**src/rtl/sal_bk_ctrl_if.sv**
```systemverilog
`default_nettype none
// +--------------------------------------------------------------------------+
// | Module   : sal_bk_ctrl_if                                                |
// | Purpose  : Bundles the access, refresh and scheduler handshakes of one   |
// |            DDR2 bank controller.                                         |
// | Ports    : req_valid/req_wr/req_row/req_ready - access from decoder      |
// |            ref_req_in/ref_ack                 - refresh from timer       |
// |            {act,rd,wr,pre,ref}_req/_gnt, act_row - scheduler handshake   |
// | Modports : slave  - the bank controller                                 |
// |            master - the decoder/refresh timer/scheduler side             |
// | Revision : 1.0 - initial release                                         |
// +--------------------------------------------------------------------------+
interface sal_bk_ctrl_if #(
  parameter int ROW_AW = 14
);
  logic              req_valid;
  logic              req_wr;
  logic [ROW_AW-1:0] req_row;
  logic              req_ready;
  logic              ref_req_in;
  logic              ref_ack;
  logic              act_req;
  logic              rd_req;
  logic              wr_req;
  logic              pre_req;
  logic              ref_req;
  logic              act_gnt;
  logic              rd_gnt;
  logic              wr_gnt;
  logic              pre_gnt;
  logic              ref_gnt;
  logic [ROW_AW-1:0] act_row;

  modport slave (
    input  req_valid, req_wr, req_row, ref_req_in,
    input  act_gnt, rd_gnt, wr_gnt, pre_gnt, ref_gnt,
    output req_ready, ref_ack,
    output act_req, rd_req, wr_req, pre_req, ref_req, act_row
  );

  modport master (
    output req_valid, req_wr, req_row, ref_req_in,
    output act_gnt, rd_gnt, wr_gnt, pre_gnt, ref_gnt,
    input  req_ready, ref_ack,
    input  act_req, rd_req, wr_req, pre_req, ref_req, act_row
  );
endinterface
`default_nettype wire

```
**src/rtl/sal_bk_ctrl.sv**
```systemverilog
`default_nettype none
// +--------------------------------------------------------------------------+
// | Module   : sal_bk_ctrl                                                   |
// | Purpose  : Per-bank DDR2 state machine. Tracks open/closed state and the |
// |            open row, enforces bank-local timing and raises at most one   |
// |            command request toward the scheduler, held until granted.     |
// | Ports    : clk   - clock                                                 |
// |            rst_n - asynchronous active-low reset                         |
// |            bk    - sal_bk_ctrl_if.slave (access, refresh, scheduler)     |
// | Revision : 1.0 - initial release                                         |
// +--------------------------------------------------------------------------+
module sal_bk_ctrl #(
  parameter int ROW_AW = 14,
  parameter int T_RCD  = 3,
  parameter int T_RAS  = 8,
  parameter int T_RP   = 3,
  parameter int T_RTP  = 2,
  parameter int T_WTP  = 6,
  parameter int T_RFC  = 26
) (
  input  logic          clk,
  input  logic          rst_n,
  sal_bk_ctrl_if.slave  bk
);

  typedef enum logic [2:0] {
    ST_CLOSED     = 3'd0,
    ST_OPENING    = 3'd1,
    ST_OPEN       = 3'd2,
    ST_CLOSING    = 3'd3,
    ST_REFRESHING = 3'd4
  } state_t;

  // Wide enough for the largest timing value regardless of parameterisation.
  localparam int TMR_W = $clog2(T_RCD + T_RAS + T_RP + T_RTP + T_WTP + T_RFC + 1);

  // A grant in cycle N loads T-1 at N+1, so the counter reads 0 at N+T.
  localparam logic [TMR_W-1:0] LD_RCD = TMR_W'(T_RCD - 1);
  localparam logic [TMR_W-1:0] LD_RAS = TMR_W'(T_RAS - 1);
  localparam logic [TMR_W-1:0] LD_RP  = TMR_W'(T_RP  - 1);
  localparam logic [TMR_W-1:0] LD_RTP = TMR_W'(T_RTP - 1);
  localparam logic [TMR_W-1:0] LD_WTP = TMR_W'(T_WTP - 1);
  localparam logic [TMR_W-1:0] LD_RFC = TMR_W'(T_RFC - 1);

  state_t            state_q, state_d, state_eff;
  logic [ROW_AW-1:0] open_row_q, open_row_d;
  logic [TMR_W-1:0]  rcd_q, rcd_d, ras_q, ras_d, rp_q, rp_d;
  logic [TMR_W-1:0]  rtp_q, rtp_d, wtp_q, wtp_d, rfc_q, rfc_d;

  logic act_req, rd_req, wr_req, pre_req, ref_req;
  logic act_fire, rd_fire, wr_fire, pre_fire, ref_fire;
  logic row_hit, pre_ok;

  function automatic logic [TMR_W-1:0] tick(input logic [TMR_W-1:0] v);
    tick = (v == '0) ? '0 : v - TMR_W'(1);
  endfunction

  always_comb begin
    // Transitional states whose timer has expired already behave as their
    // destination state, so the dependent command is requested at N+T.
    state_eff = state_q;
    case (state_q)
      ST_OPENING:    if (rcd_q == '0) state_eff = ST_OPEN;
      ST_CLOSING:    if (rp_q  == '0) state_eff = ST_CLOSED;
      ST_REFRESHING: if (rfc_q == '0) state_eff = ST_CLOSED;
      default: ;
    endcase

    row_hit = (bk.req_row == open_row_q);
    pre_ok  = (ras_q == '0) && (rtp_q == '0) && (wtp_q == '0);

    act_req = 1'b0;
    rd_req  = 1'b0;
    wr_req  = 1'b0;
    pre_req = 1'b0;
    ref_req = 1'b0;
    // Gating with rst_n drops requests the moment reset asserts.
    if (rst_n) begin
      case (state_eff)
        ST_CLOSED: begin
          if (bk.ref_req_in)     ref_req = 1'b1;
          else if (bk.req_valid) act_req = 1'b1;
        end
        ST_OPEN: begin
          // A pending refresh or a row miss blocks column access to this row.
          if (bk.ref_req_in || (bk.req_valid && !row_hit)) begin
            pre_req = pre_ok;
          end else if (bk.req_valid) begin
            rd_req = !bk.req_wr;
            wr_req = bk.req_wr;
          end
        end
        default: ;
      endcase
    end

    act_fire = act_req && bk.act_gnt;
    rd_fire  = rd_req  && bk.rd_gnt;
    wr_fire  = wr_req  && bk.wr_gnt;
    pre_fire = pre_req && bk.pre_gnt;
    ref_fire = ref_req && bk.ref_gnt;

    state_d    = state_eff;
    open_row_d = open_row_q;
    rcd_d      = tick(rcd_q);
    ras_d      = tick(ras_q);
    rp_d       = tick(rp_q);
    rtp_d      = tick(rtp_q);
    wtp_d      = tick(wtp_q);
    rfc_d      = tick(rfc_q);

    if (act_fire) begin
      state_d    = ST_OPENING;
      open_row_d = bk.req_row;
      rcd_d      = LD_RCD;
      ras_d      = LD_RAS;
    end
    if (ref_fire) begin
      state_d = ST_REFRESHING;
      rfc_d   = LD_RFC;
    end
    if (rd_fire) rtp_d = LD_RTP;
    if (wr_fire) wtp_d = LD_WTP;
    if (pre_fire) begin
      state_d = ST_CLOSING;
      rp_d    = LD_RP;
    end
  end

  always_ff @(posedge clk or negedge rst_n) begin
    if (!rst_n) begin
      state_q    <= ST_CLOSED;
      open_row_q <= '0;
      rcd_q      <= '0;
      ras_q      <= '0;
      rp_q       <= '0;
      rtp_q      <= '0;
      wtp_q      <= '0;
      rfc_q      <= '0;
    end else begin
      state_q    <= state_d;
      open_row_q <= open_row_d;
      rcd_q      <= rcd_d;
      ras_q      <= ras_d;
      rp_q       <= rp_d;
      rtp_q      <= rtp_d;
      wtp_q      <= wtp_d;
      rfc_q      <= rfc_d;
    end
  end

  assign bk.act_req   = act_req;
  assign bk.rd_req    = rd_req;
  assign bk.wr_req    = wr_req;
  assign bk.pre_req   = pre_req;
  assign bk.ref_req   = ref_req;
  assign bk.act_row   = act_req ? bk.req_row : '0;
  // Stray grants are ignored, so acknowledges only follow real issues.
  assign bk.req_ready = rd_fire || wr_fire;
  assign bk.ref_ack   = ref_fire;

`ifndef SYNTHESIS
  a_gnt_has_req: assert property (@(posedge clk) disable iff (!rst_n)
    !((bk.act_gnt && !act_req) || (bk.rd_gnt && !rd_req) || (bk.wr_gnt && !wr_req) ||
      (bk.pre_gnt && !pre_req) || (bk.ref_gnt && !ref_req)));
  a_one_req: assert property (@(posedge clk) disable iff (!rst_n)
    $onehot0({act_req, rd_req, wr_req, pre_req, ref_req}));
`endif

endmodule
`default_nettype wire
```
**src/flat_wrapper.sv**
```systemverilog
// flat-port wrapper written by rule: the top's interface ports become plain ports
module sal_bk_ctrl_flat 
#(
  parameter int ROW_AW = 14,
  parameter int T_RCD  = 3,
  parameter int T_RAS  = 8,
  parameter int T_RP   = 3,
  parameter int T_RTP  = 2,
  parameter int T_WTP  = 6,
  parameter int T_RFC  = 26
)
  (clk, rst_n, bk_req_valid, bk_req_wr, bk_req_row, bk_ref_req_in, bk_act_gnt, bk_rd_gnt, bk_wr_gnt, bk_pre_gnt, bk_ref_gnt, bk_req_ready, bk_ref_ack, bk_act_req, bk_rd_req, bk_wr_req, bk_pre_req, bk_ref_req, bk_act_row);
  sal_bk_ctrl_if #(.ROW_AW(ROW_AW)) bk_i ();
  input  logic clk;
  input  logic rst_n;
  input wire logic [$bits(bk_i.req_valid)-1:0] bk_req_valid;
  input wire logic [$bits(bk_i.req_wr)-1:0] bk_req_wr;
  input wire logic [$bits(bk_i.req_row)-1:0] bk_req_row;
  input wire logic [$bits(bk_i.ref_req_in)-1:0] bk_ref_req_in;
  input wire logic [$bits(bk_i.act_gnt)-1:0] bk_act_gnt;
  input wire logic [$bits(bk_i.rd_gnt)-1:0] bk_rd_gnt;
  input wire logic [$bits(bk_i.wr_gnt)-1:0] bk_wr_gnt;
  input wire logic [$bits(bk_i.pre_gnt)-1:0] bk_pre_gnt;
  input wire logic [$bits(bk_i.ref_gnt)-1:0] bk_ref_gnt;
  output wire logic [$bits(bk_i.req_ready)-1:0] bk_req_ready;
  output wire logic [$bits(bk_i.ref_ack)-1:0] bk_ref_ack;
  output wire logic [$bits(bk_i.act_req)-1:0] bk_act_req;
  output wire logic [$bits(bk_i.rd_req)-1:0] bk_rd_req;
  output wire logic [$bits(bk_i.wr_req)-1:0] bk_wr_req;
  output wire logic [$bits(bk_i.pre_req)-1:0] bk_pre_req;
  output wire logic [$bits(bk_i.ref_req)-1:0] bk_ref_req;
  output wire logic [$bits(bk_i.act_row)-1:0] bk_act_row;
  assign bk_i.req_valid = bk_req_valid;
  assign bk_i.req_wr = bk_req_wr;
  assign bk_i.req_row = bk_req_row;
  assign bk_i.ref_req_in = bk_ref_req_in;
  assign bk_i.act_gnt = bk_act_gnt;
  assign bk_i.rd_gnt = bk_rd_gnt;
  assign bk_i.wr_gnt = bk_wr_gnt;
  assign bk_i.pre_gnt = bk_pre_gnt;
  assign bk_i.ref_gnt = bk_ref_gnt;
  assign bk_req_ready = bk_i.req_ready;
  assign bk_ref_ack = bk_i.ref_ack;
  assign bk_act_req = bk_i.act_req;
  assign bk_rd_req = bk_i.rd_req;
  assign bk_wr_req = bk_i.wr_req;
  assign bk_pre_req = bk_i.pre_req;
  assign bk_ref_req = bk_i.ref_req;
  assign bk_act_row = bk_i.act_row;
  sal_bk_ctrl #(.ROW_AW(ROW_AW), .T_RCD(T_RCD), .T_RAS(T_RAS), .T_RP(T_RP), .T_RTP(T_RTP), .T_WTP(T_WTP), .T_RFC(T_RFC)) u_core (.clk(clk), .rst_n(rst_n), .bk(bk_i));
endmodule
```
**config.mk**
```make
export PLATFORM = sky130hd
export DESIGN_NAME = sal_bk_ctrl_flat
export DESIGN_NICKNAME = d
export VERILOG_FILES = /design/src/rtl/sal_bk_ctrl_if.sv /design/src/rtl/sal_bk_ctrl.sv /design/src/flat_wrapper.sv
export SDC_FILE = /design/constraint.sdc
export NUM_CORES = 1
export LEC_CHECK = 0
export ABC_CLOCK_PERIOD_IN_PS = 2500
export CORE_AREA = 2 2 83 85
export CTS_CLUSTER_DIAMETER = 120
export DETAILED_ROUTE_END_ITERATION = 10
export DIE_AREA = 0 0 85 87
export PLACE_DENSITY_LB_ADDON = 0.08
export SYNTH_ARGS = -nofsm -noshare
export SYNTH_HDL_FRONTEND = slang
export SYNTH_SLANG_ARGS = --single-unit
```
**constraint.sdc**
```tcl
create_clock -name clk -period 2.5 [get_ports clk]
set_input_delay 0.625 -clock clk [delete_from_list [all_inputs] [get_ports clk]]
set_output_delay 0.625 -clock clk [all_outputs]
set_load 0.01 [all_outputs]
```
==> results.py, run 1 <==
metrics = {
    "place": {
        "dp_hpwl_um": 4900,
        "postPlaceCellArea_um2": 3980,
        "io_buffer_count": 44,
        "place_ws_ns": -1.10,
        "gp_congestion": 0.799,
    },
    "floorplan": {
        "ios": 45,
        "start_util": 0.436,
        "die_y_um": 87,
        "fp.dieArea_um2": 7400,
        "std_cell_rows": 30,
        "die_x_um": 85,
        "coreArea_um2": 6570,
    },
    "clock_network": {
        "htreeDepth": 2,
        "cts.hold.buffers_added": 0,
        "cts_made_buffers": 5,
        "clock-sinks": 53,
        "cts_root_buffer": "clkbuf_8",
        "clk_pin_slew_ns": 0.10,
        "cts_tree": "yes",
        "clk_path_buf_depth": 2,
        "clk_latency_ns": 0.31,
    },
    "worst_setup_path": {
        "crit_path_max_incr_delay_ns": 0.46,
        "crit_slowest_cell": "or4_4",
        "critical_path_required_ns": 1.88,
        "rr_worst_depth": 9,
        "critPathTopFamily": "simple AND/OR/NAND/NOR gates",
        "cp_cell_sequence": "or3_4, o31a_1, o22a_4, or4_4, buf_6, nor2_2, buf_2",
        "path_max_fanout": 3,
        "crit_arrival_ns": 2.46,
        "crit_path_start_kind": "flip-flop",
        "path_class": "reg2out",
        "cp.depth": 7,
        "cp-end-kind": "output pin",
        "worst-path-buf-inv": 2,
    },
    "sta": {
        "slew_violations": 0,
        "worst_pin_slew_ns": 0.434,
        "skew_ns": 0.00851,
        "fin_crit_sh": 1.23,
        "hold_viol_final": 0,
        "rsz0062_at_grt": "true",
        "setup_violations": 21,
        "max-slew-margin-rel": 0.711,
        "setup_ws_ns": -0.580,
        "fmax_mhz": 325,
        "min_period_ns": 3.08,
    },
    "grt": {
        "grt_max_degree": 35,
        "grt_pass1_vias": 2514,
        "antenna_found_initial": 0,
        "grt_pass1_wl_um": 11400,
        "grt_overflow_total": 0,
        "grtUsageTotal": 0.193,
    },
    "power_and_ir_drop": {
        "power_uw": 3560,
        "irDropWorstVdd_uv": 482,
        "p_leak_uw": 0.00207,
        "power_density_nw_per_um2": 814,
    },
    "final_layout": {
        "fillCellCount": 560,
        "drive_above_1_share": 0.442,
        "final_nets": 443,
        "n_antenna_cell": 0,
        "area_delta_synth_final_pct": 52.8,
        "final_cell_area_um2": 4370,
    },
    "detailed_routing": {
        "drc": 0,
        "viasPerCell": 5.00,
        "vias": 2472,
        "wirelength_um": 6810,
        "drt_iter0_drc": 65,
        "wire_per_inst_um": 13.8,
        "drtAntennaViolNets": 0,
        "drt_first_pass_iters": 4,
    },
    "synthesis": {
        "seq_area_frac_synth": 0.463,
        "syn_nets": 303,
        "yosys_warnings": 0,
        "synth.avg_cell_area_um2": 10.5,
        "synth_top_area_frac": 0.463,
        "yosysTopAreaCell": "dfrtp_1",
        "ys_types": 48,
        "synth_flop_cell": "dfrtp_1",
        "synth_seq_cells": 53,
        "netlist_top_cells_area": "dfrtp_1 (46%), mux2_2 (5.5%), xor2_1 (4.3%), nor3_1 (4.0%), and2_1 (3.5%)",
        "netlist_area_um2": 2860,
        "async_flop_share": 1.00,
        "synth_edf_count": 0,
        "synthCells": 273,
    },
    "outcome": {
        "status": "finished, violations left",
        "violations": "setup timing",
    },
    "job": {
        "cap_violations": 0,
    },
    "min_path": {
        "hold_class": "in2async",
    },
}
[final timing paths]
path | start | endpoint | slack (ns)
min in group clk | u_core.ras_q[0]$_DFF_PN0_ | u_core.ras_q[0]$_DFF_PN0_ | 0.50
worst min-delay path | rst_n | u_core.rtp_q[1]$_DFF_PN0_ | 0.34
worst min register to register | u_core.ras_q[0]$_DFF_PN0_ | u_core.ras_q[0]$_DFF_PN0_ | 0.50
max in group asynchronous | rst_n | u_core.state_q[2]$_DFF_PN0_ | 1.78
worst max-delay path | u_core.rfc_q[3]$_DFF_PN0_ | bk_rd_req | -0.58
worst max register to register | u_core.rfc_q[3]$_DFF_PN0_ | u_core.rp_q[1]$_DFF_PN0_ | 0.10
[state kept, by name, indices dropped and copies added (netlist names)]
register	flops
u_core.state_q	3
u_core.rfc_q	6
u_core.wtp_q	6
u_core.rcd_q	6
u_core.ras_q	6
u_core.rtp_q	6
u_core.rp_q	6
u_core.open_row_q	14
[synth_stat cells (4+ instances only)]
library cell  number
nand3_1            5
nor3b_1            4
nor3_1            23
nor2_1            18
nand2b_1           8
xor2_1            14
and2_1            16
mux2_2            14
a21oi_1           11
xnor2_1            9
inv_1             15
nand2_1            9
dfrtp_1           53
ha_1               6
nor2b_1            8
o21ai_0           10
[metrics by stage]
step	setup TNS [ns]	hold WS [ns]	util	std cells
detailed placement	-14.38	0.490	0.606	469
CTS	-10.76	0.346	0.644	484
global route	-11.53	0.361	0.666	494
finish	-10.65	0.336	0.666	494
floorplan	-1.26	0.329	-	273
global placement	-13.80	0.480	0.606	469
[power by group]
| group | internal, uW | switching, uW |
|---|---|---|
| clock network | 300 | 304 |
| logic | 941 | 680 |
| registers | 1130 | 200 |
| total | 2370 | 1180 |
[what timing repair did]
item                                    in CTS  in global routing
cloned                                       1                  0
gates resized for setup                    148                 15
endpoints found under the setup margin      21                 21
pin swaps                                   16                  9
setup buffers                                6                 10
[cell usage in the layout (no fill, tap or decap), types with 3 or more instances in the layout]
cell type	netlist	routed
nand3_1	5	5
a211oi_1	3	3
inv_1	15	15
and2_4	0	13
a21oi_1	11	11
o21ai_0	10	10
dlygate4sd2_1	0	5
o21bai_1	3	3
nand2_1	9	8
nand4_1	3	3
nor2b_1	8	8
buf_4	0	82
clkdlybuf4s50_1	0	8
and2_1	16	3
xnor2_1	9	9
mux2i_1	3	3
nor3b_1	4	3
buf_6	1	23
clkbuf_8	0	5
xor2_1	14	13
nor3_1	23	22
ha_1	6	4
nor2_1	18	15
nand2b_1	8	8
buf_2	1	8
dfrtp_1	53	53
mux2_2	14	14
clkdlybuf4s15_1	0	4
[kinds of logic (layout without fill, tap and decap cells)]
| group | Yosys count | after routing | synth area share |
|---|---|---|---|
| flip-flops | 53 | 53 | 0.463 |
| multiplexers | 17 | 17 | 0.0656 |
| AND/OR/NAND/NOR | 116 | 116 | 0.254 |
| adder cells (fa/ha/maj) | 6 | 6 | 0.0262 |
| XOR/XNOR | 23 | 23 | 0.0704 |
| AO/OA/AOI/OAI | 39 | 39 | 0.0923 |
| buffers and inverters | 19 | 160 | 0.0280 |
[layer usage]
metal  vias to the layer above  track usage  share of wire
li1                       1240            -              -
met3                         6       0.0379          0.036
met5                         -            0              0
met1                      1188        0.249           0.45
met2                        38        0.330           0.51
met4                         0       0.0563          0.010
[cell type report]
| type | count | area, um^2 | area share |
|---|---|---|---|
| clock buffers | 5 | 68.8 | 0.0157 |
| clock inverters | 3 | 46.3 | 0.0106 |
| inverters | 17 | 63.8 | 0.0146 |
| multi-input cells | 201 | 1600 | 0.365 |
| flip-flops and latches | 53 | 1330 | 0.303 |
| well taps | 80 | 100 | 0.0229 |
| repair buffers | 135 | 1170 | 0.267 |
(Power assumes the default switching activity.)
==> run 2, diff against run 1 <==
GPL_TIMING_DRIVEN = 0   (was not set)
==> run 2 against run 1 <==
  * Global-route usage shrank 0.75 points
  * Maximum frequency grew 0.50%
  * Critical endpoint is now bk_req_ready
  * Power shrank 9.0%
  * The run still ends with setup timing left
  * Register-to-register slack gained 0.06 ns
==> results.py, run 2 (synthesized netlist as in run 1, its figures left out) <==
metrics = {
    "final_layout": {
        "drive_above_1_share": 0.407,
        "regArea_um2": 1330,
        "final_common_cell": "dfrtp_1",
        "multi_input_area_um2": 1690,
        "n_antenna_cell": 0,
        "area_delta_synth_final_pct": 41.4,
        "top_register": "u_core.open_row_q",
        "final_core_util": 0.616,
        "final_cell_mix": "dfrtp_1 (53), buf_4 (31), buf_6 (29), nor3_1 (22), nor2_1 (15)",
        "final_nets": 394,
        "fillCellCount": 582,
        "largest_register_ffs": 14,
        "fin_cells": 444,
    },
    "floorplan": {
        "die_x_um": 85,
        "die_y_um": 87,
        "start_util": 0.436,
        "std_cell_rows": 30,
        "fp.dieArea_um2": 7400,
        "ios": 45,
        "coreArea_um2": 6570,
    },
    "worst_setup_path": {
        "crit_path_max_incr_delay_ns": 0.45,
        "crit_arrival_ns": 2.44,
        "regToRegSetupSlack_ns": 0.16,
        "path_class": "reg2out",
        "crit_path_start_kind": "flip-flop",
        "path_common_cell": "buf_6",
        "cp-end-kind": "output pin",
        "worst-path-buf-inv": 2,
        "crit_slowest_cell": "or4_4",
        "cp_cell_sequence": "or3_4, o31a_1, o22a_4, or4_4, buf_6, nor2_4, buf_6",
        "path_max_fanout": 5,
        "rr_worst_depth": 10,
        "critical_path_required_ns": 1.88,
        "crit-reg2reg-launch": "u_core.rp_q[1]$_DFF_PN0_",
        "critPathTopFamily": "simple AND/OR/NAND/NOR gates",
        "r2r_end": "u_core.open_row_q[12]$_DFFE_PN0P_",
    },
    "detailed_routing": {
        "drt_first_pass_iters": 4,
        "viasPerCell": 5.16,
        "wire_per_inst_um": 14.6,
        "vias": 2291,
        "drt_iter0_drc": 93,
        "drc": 0,
        "wirelength_um": 6470,
        "drtAntennaViolNets": 0,
    },
    "power_and_ir_drop": {
        "irDropWorstVdd_uv": 380,
        "power_density_nw_per_um2": 800,
        "p_leak_uw": 0.00182,
    },
    "clock_network": {
        "cts_root_buffer": "clkbuf_8",
        "clk_pin_slew_ns": 0.10,
        "clock-sinks": 53,
        "clk_latency_ns": 0.31,
        "clk_path_buf_depth": 2,
        "cts.hold.buffers_added": 0,
        "htreeDepth": 2,
        "cts_tree": "yes",
        "cts_made_buffers": 5,
    },
    "place": {
        "io_buffer_count": 44,
        "dp_hpwl_um": 4280,
        "gp_congestion": 0.760,
        "dp.cells": 398,
    },
    "sta": {
        "hold_viol_final": 0,
        "max-slew-margin-rel": 0.680,
        "setup_violations": 21,
        "setup_ws_ns": -0.565,
        "slew_violations": 0,
        "rsz0062_at_grt": "true",
        "worst_pin_slew_ns": 0.478,
        "fmax_mhz": 326,
        "min_period_ns": 3.06,
        "fin_crit_sh": 1.23,
        "skew_ns": 0.00917,
    },
    "job": {
        "cap_violations": 0,
    },
    "outcome": {
        "status": "finished, violations left",
        "violations": "setup timing",
    },
    "grt": {
        "grt_overflow_total": 0,
        "antenna_found_initial": 0,
        "grt_pass1_vias": 2304,
        "grtUsageTotal": 0.185,
        "grt_pass1_wl_um": 10900,
        "grt_max_degree": 33,
    },
    "min_path": {
        "hold_class": "in2async",
    },
}
## run 2: routing by layer
| layer | vias to the layer above | routed length, um | global-route usage |
|---|---|---|---|
| met1 | 1102 | 2990 | 0.248 |
| met4 | 0 | 87 | 0.0491 |
| met5 | - | 0 | 0 |
| li1 | 1139 | - | - |
| met3 | 8 | 255 | 0.0389 |
| met2 | 42 | 3130 | 0.307 |
## run 2: report_power, final
part | total [uW] | internal, uW | switching (uW)
Sequential | 1370 | 1130 | 243
Clock | 496 | 221 | 275
Combinational | 1370 | 748 | 621
Total | 3240 | 2100 | 1140
## run 2: how the worst max path moves through the flow
| stage | endpoint | startpoint | cells after the start |
|---|---|---|---|
| after CTS | bk_req_ready | u_core.rfc_q[4]$_DFF_PN0_ | 7 |
| after floorplan | bk_rd_req | u_core.rfc_q[5]$_DFF_PN0_ | 5 |
| after detailed placement | bk_req_ready | bk_req_row[12] | 7 |
| after global placement | bk_act_row[6] | rst_n | 7 |
| after global routing | bk_req_ready | u_core.rfc_q[4]$_DFF_PN0_ | 7 |
| final | bk_req_ready | u_core.rfc_q[4]$_DFF_PN0_ | 7 |
## run 2: area by class of cell
class,count,share of cell area
inverters,17,0.0170
flip-flops and latches,53,0.328
repair buffers,84,0.187
plain buffers,2,0.00557
multi-input cells,201,0.417
well taps,80,0.0247
clock buffers,7,0.0213
## run 2: repair_timing
action | 4_1_cts | 5_1_grt
gates resized for setup | 160 | 32
setup endpoints to repair | 45 | 33
pin swaps | 24 | 20
buffers inserted | 38 | 7
hold endpoints to repair | 0 | 0
cloned | 1 | 0
## run 2: stage by stage
stage / setup TNS [ns] / worst slack, ns / hold WS (ns) / cell area, um^2 / total power, uW
detailed placement: -36.81 / -1.53 / 0.460 / 3460 / 2390
global route: -10.92 / -0.644 / 0.156 / 4050 / 3480
global placement: -214.56 / -3.21 / 0.452 / 3440 / 2350
floorplan: -1.26 / -0.173 / 0.329 / 2900 / 2100
finish: -8.80 / -0.565 / 0.150 / 4050 / 3240
CTS: -9.01 / -0.562 / 0.220 / 3910 / 3150
